File: config.mk
export PLATFORM = sky130hd
export DESIGN_NAME = perf_counter_bank
export DESIGN_NICKNAME = d
export VERILOG_FILES = /design/src/rtl/perf_counter_bank.sv
export SDC_FILE = /design/constraint.sdc
export NUM_CORES = 1
export LEC_CHECK = 0
export ABC_CLOCK_PERIOD_IN_PS = 4830
export CORE_MARGIN = 10
export CORE_UTILIZATION = 60
export CTS_CLUSTER_SIZE = 28
export DETAILED_ROUTE_END_ITERATION = 8
export PLACE_DENSITY = 0.82
export SYNTH_ARGS = -nofsm -noshare
export SYNTH_HDL_FRONTEND = slang
export SYNTH_SLANG_ARGS = --single-unit
File: constraint.sdc
create_clock -name clk -period 4.83 [get_ports clk]
set_clock_uncertainty 0.05 [all_clocks]
set_input_delay 1.2075 -clock clk [delete_from_list [all_inputs] [get_ports clk]]
set_output_delay 1.2075 -clock clk [all_outputs]
set_load 0.005 [all_outputs]
File: src/rtl/perf_counter_bank.sv
// Bank of 16-bit rising-edge event counters behind a single-request/response
// memory-mapped window: counters, sticky overflow bits and an enable flag.
module perf_counter_bank #(
  parameter int          NUM_CTR   = 8,
  parameter logic [15:0] BASE_ADDR = 16'hFF00
) (
  input  logic               clk,
  input  logic               rst,
  input  logic [NUM_CTR-1:0] event_in,
  input  logic [15:0]        mem_address,
  input  logic               mem_read,
  input  logic               mem_write,
  input  logic [15:0]        mem_wdata,
  output logic               mem_sel,
  output logic [15:0]        mem_rdata,
  output logic               mem_resp
);

  typedef enum logic {
    ST_IDLE = 1'b0,
    ST_RESP = 1'b1
  } state_t;

  localparam logic [3:0] OVF_IDX  = 4'(NUM_CTR);
  localparam logic [3:0] CTRL_IDX = 4'(NUM_CTR + 1);

  state_t                    state_q, state_d;
  logic [NUM_CTR-1:0][15:0]  ctr_q, ctr_d;
  logic [NUM_CTR-1:0]        ovf_q, ovf_d;
  logic [NUM_CTR-1:0]        prev_q, prev_d;
  logic                      en_q, en_d;
  logic                      resp_q, resp_d;
  logic [15:0]               rdata_q, rdata_d;

  logic [3:0]                word_s;
  logic                      accept_s;
  logic                      wr_s;
  logic [NUM_CTR-1:0]        edge_s;
  logic [NUM_CTR-1:0]        wrap_s;
  logic [NUM_CTR-1:0]        ovf_clr_s;
  logic [15:0]               rd_val_s;
  logic                      unused_s;

  assign mem_sel   = (mem_address[15:5] == BASE_ADDR[15:5]);
  assign mem_resp  = resp_q;
  assign mem_rdata = rdata_q;
  assign unused_s  = ^{mem_address[0], mem_wdata};

  // Request decode: a transaction is taken only from IDLE; read+write counts as a write
  always_comb begin
    word_s   = mem_address[4:1];
    accept_s = (state_q == ST_IDLE) && mem_sel && (mem_read || mem_write);
    wr_s     = accept_s && mem_write;
  end

  // Read mux, sampled before this cycle's edges are applied
  always_comb begin
    rd_val_s = 16'h0000;
    if (word_s == OVF_IDX) begin
      for (int i = 0; i < NUM_CTR; i++) begin
        rd_val_s[i] = ovf_q[i];
      end
    end else if (word_s == CTRL_IDX) begin
      rd_val_s[0] = en_q;
    end else begin
      for (int i = 0; i < NUM_CTR; i++) begin
        rd_val_s = (word_s == 4'(i)) ? ctr_q[i] : rd_val_s;
      end
    end
  end

  // Counter update: a software clear beats a same-cycle edge
  always_comb begin
    ctr_d  = ctr_q;
    edge_s = {NUM_CTR{1'b0}};
    wrap_s = {NUM_CTR{1'b0}};
    for (int i = 0; i < NUM_CTR; i++) begin
      edge_s[i] = event_in[i] & ~prev_q[i];
      if (wr_s && (word_s == 4'(i))) begin
        ctr_d[i] = 16'h0000;
      end else if (edge_s[i] && en_q) begin
        ctr_d[i]  = ctr_q[i] + 16'd1;
        wrap_s[i] = (ctr_q[i] == 16'hFFFF);
      end else begin
        ctr_d[i] = ctr_q[i];
      end
    end
    ovf_clr_s = (wr_s && (word_s == OVF_IDX)) ? mem_wdata[NUM_CTR-1:0] : {NUM_CTR{1'b0}};
    // a wrap in the same cycle as a W1C keeps the overflow bit set
    ovf_d  = (ovf_q & ~ovf_clr_s) | wrap_s;
    en_d   = (wr_s && (word_s == CTRL_IDX)) ? mem_wdata[0] : en_q;
    prev_d = event_in;
  end

  // Handshake FSM: IDLE accepts and captures, RESP presents a one-cycle pulse
  always_comb begin
    state_d = state_q;
    resp_d  = 1'b0;
    rdata_d = 16'h0000;
    case (state_q)
      ST_IDLE: begin
        if (accept_s) begin
          state_d = ST_RESP;
          resp_d  = 1'b1;
          rdata_d = mem_write ? 16'h0000 : rd_val_s;
        end else begin
          state_d = ST_IDLE;
        end
      end
      ST_RESP: state_d = ST_IDLE;
      default: state_d = ST_IDLE;
    endcase
  end

  // State registers
  always_ff @(posedge clk) begin
    if (rst) begin
      state_q <= ST_IDLE;
      ctr_q   <= {NUM_CTR{16'h0000}};
      ovf_q   <= {NUM_CTR{1'b0}};
      prev_q  <= {NUM_CTR{1'b1}};
      en_q    <= 1'b1;
      resp_q  <= 1'b0;
      rdata_q <= 16'h0000;
    end else begin
      state_q <= state_d;
      ctr_q   <= ctr_d;
      ovf_q   <= ovf_d;
      prev_q  <= prev_d;
      en_q    <= en_d;
      resp_q  <= resp_d;
      rdata_q <= rdata_d;
    end
  end

endmodule
==> qor.yml <==
leakage_nw: 3.30
synth-adder-area-share_pct: 1.27
first_pass_iters: 6
synth_area_sq_um: 7880
routedWlPerCell_um: 18.2
setup_violations: 0
dr_wl_met3_um: 1340
finalNonFillerCells: 1160
min_period_ps: 4280
die_y_um: 135
syn-num-nets: 989
gr-usage-all-layers_pct: 23.2
hold_violations: 0
synthArstFlopShare_pct: 0
dpl.cell_count: 1130
crit_required_ps: 3570
drv_slew: 0
multi_input_area_sq_um: 4390
final_common_cell: "nor2_1"
end_kind: "output pin"
cts_setup_buffers: 0
overflow: 0
fin_crit_sh_pct: 88.5
start_util_pct: 62.0
synth_top_family_by_area: "simple AND/OR/NAND/NOR gates"
path_class: "in2out"
synth_seq_cells: 162
area_delta_synth_final_pct: 15.1
worstPathMaxFanout: 3
synth_edf_count: 0
grt_max_degree: 54
drc: 0
vias: 7026
synth_area_leaders: "dfxtp_1, xor2_1, nor2_1"
totalWireLength_um: 21100
slew_headroom_pct: 25.6
syn_area_per_cell_sq_um: 8.41
cts_made_buffers: 17
cts_buffer_depth: 2
design.die.area_sq_um: 18100
synth.top_cell.area_share_pct: 41.1
tightest_slew_ps: 1120
fin_nets: 1029
rsz0062_at_grt: "no"
io_buffers: 52
routedLengthMet1_um: 8900
synth-compound-area-share_pct: 12.0
power_density_nw_per_um2: 309
outcome: "finished, final reports clean"
wl_met2_um: 10200
die-width_um: 135
ant_nets: 0
cts_tree: "yes"
cp.arrival_ps: 3020
root_buffer: "clkbuf_16"
yosys.area_share.simple_pct: 26.6
dpl.hpwl_um: 15100
drv_cap: 0
finalPower_mw: 2.81
core_region_area_sq_um: 12700
ys.flop_type: "dfxtp_1"
dp_slack_ps: 568
drive_gt1_share_pct: 7.09
synthMuxAreaShare_pct: 3.55
clk_pin_slew_worst_paths_ps: 60
finalWorstSetupSlack_ps: 553
ios: 62
cts_hold_buf: 0
tns_ps: 0
yosysTopAreaCell: "dfxtp_1"
regArea_sq_um: 3240
antenna_cells: 0
highest_layer: "met4"
synth_cell_type_count: 67
insertion_delay_ps: 430
detailed_place.area_sq_um: 8530
syn_inst: 937
fmax_mhz: 234
routed_via_density: 6.06
fin_area_sq_um: 9080
yosysSeqAreaShare_pct: 41.1
row_count: 41
post_cts_resized: 0
h-tree-depth: 4
clock_sinks: 162
critPathLaunchType: "input port"
grt_pass1_wl_um: 33800
synth_xor_area_share_pct: 12.2
final_cell_mix: "nor2_1, dfxtp_1, nand2_1"
ir_drop_uv: 253
hold_class: "reg2reg"
nFillCells: 1024
place_congestion: 0.934
yosysWarnings: 0
grt_pass1_vias: 6493
first_iter_violations: 746
antenna_found_initial: 0
## metal layers
metal / GRT usage (%) / vias to the layer above
li1: - / 3338
met1: 28.8 / 3364
met2: 38.2 / 264
met3: 5.12 / 60
met4: 9.43 / 0
met5: 0 / -
## worst paths after layout
check | start | to | slack (ps) | cells past startpoint
worst max register to register | state_q | mem_rdata[9] | 2370 | 4
worst max-delay path | mem_address[6] | mem_sel | 550 | 4
worst min register to register | state_q | state_q | 410 | 1
worst min-delay path | state_q | state_q | 410 | 1
## logic make-up (layout without fill, tap and decap cells)
family	Yosys count	after routing
simple gates	436	436
xor+xnor	110	110
flops	162	162
mux	25	25
compound gates	137	137
fa+ha+maj	8	8
buf+inv	59	110
## per-stage QoR
step / utilization, % / hold slack, ps
3_3_place_gp: 67.0 / 394
6_report: 71.3 / 411
2_1_floorplan: - / 382
5_1_grt: 71.3 / 415
4_1_cts: 71.3 / 411
3_5_place_dp: 67.0 / 402
## where the power goes
part | switching, mW | internal [mW] | total [mW] | leakage [nW]
Clock | 0.520 | 0.755 | 1.28 | 0.269
Sequential | 0.00816 | 1.34 | 1.35 | 1.31
Combinational | 0.105 | 0.0727 | 0.177 | 1.72
Total | 0.633 | 2.17 | 2.81 | 3.30
## Yosys cell counts, types with 3 or more instances
cell       count
nand2b_1       9
nor2b_1        6
buf_1          6
and4_1         9
mux2i_1       19
nor2_1       166
inv_1         10
a2bb2oi_1      7
a21o_1         9
and3_1        13
buf_2          5
or2_2         10
nand3_1       42
nor3b_1        3
buf_4          6
o21ai_0       23
a211oi_1       7
and3b_1        5
xnor2_1       31
nor3_1        24
or4_1          3
a221oi_1       9
a21oi_1       36
o22ai_1       15
mux2_2         4
nand4_1       31
xor2_1        79
nand2_1       80
and2_1         8
nor4_1         4
or3_1         10
clkbuf_1      31
nand4b_1       3
a31o_2         3
ha_1           8
nand3b_1       3
dfxtp_1      162
## worst max-delay path, stage by stage
cell	delay [ps]
clkdlybuf4s50_1	400
or4b_1	570
nor3_1	280
clkdlybuf4s50_1	560
## area by class of cell
cell class,count,share of cell area (%)
Multi-Input combinational cell,716,48.4
Inverter,11,0.455
Sequential cell,162,35.7
Clock inverter,5,0.579
Tap cell,172,2.37
Clock buffer,25,5.46
Timing Repair Buffer,69,7.03
## registers in the layout (all words and copies together), names as in the netlist
| signal | flops |
|---|---|
| ovf_q | 8 |
| prev_q | 8 |
| mem_rdata | 16 |
| state_q | 1 |
| ctr_q | 128 |
| en_q | 1 |
Note: power is estimated with default switching activity, not from simulation.
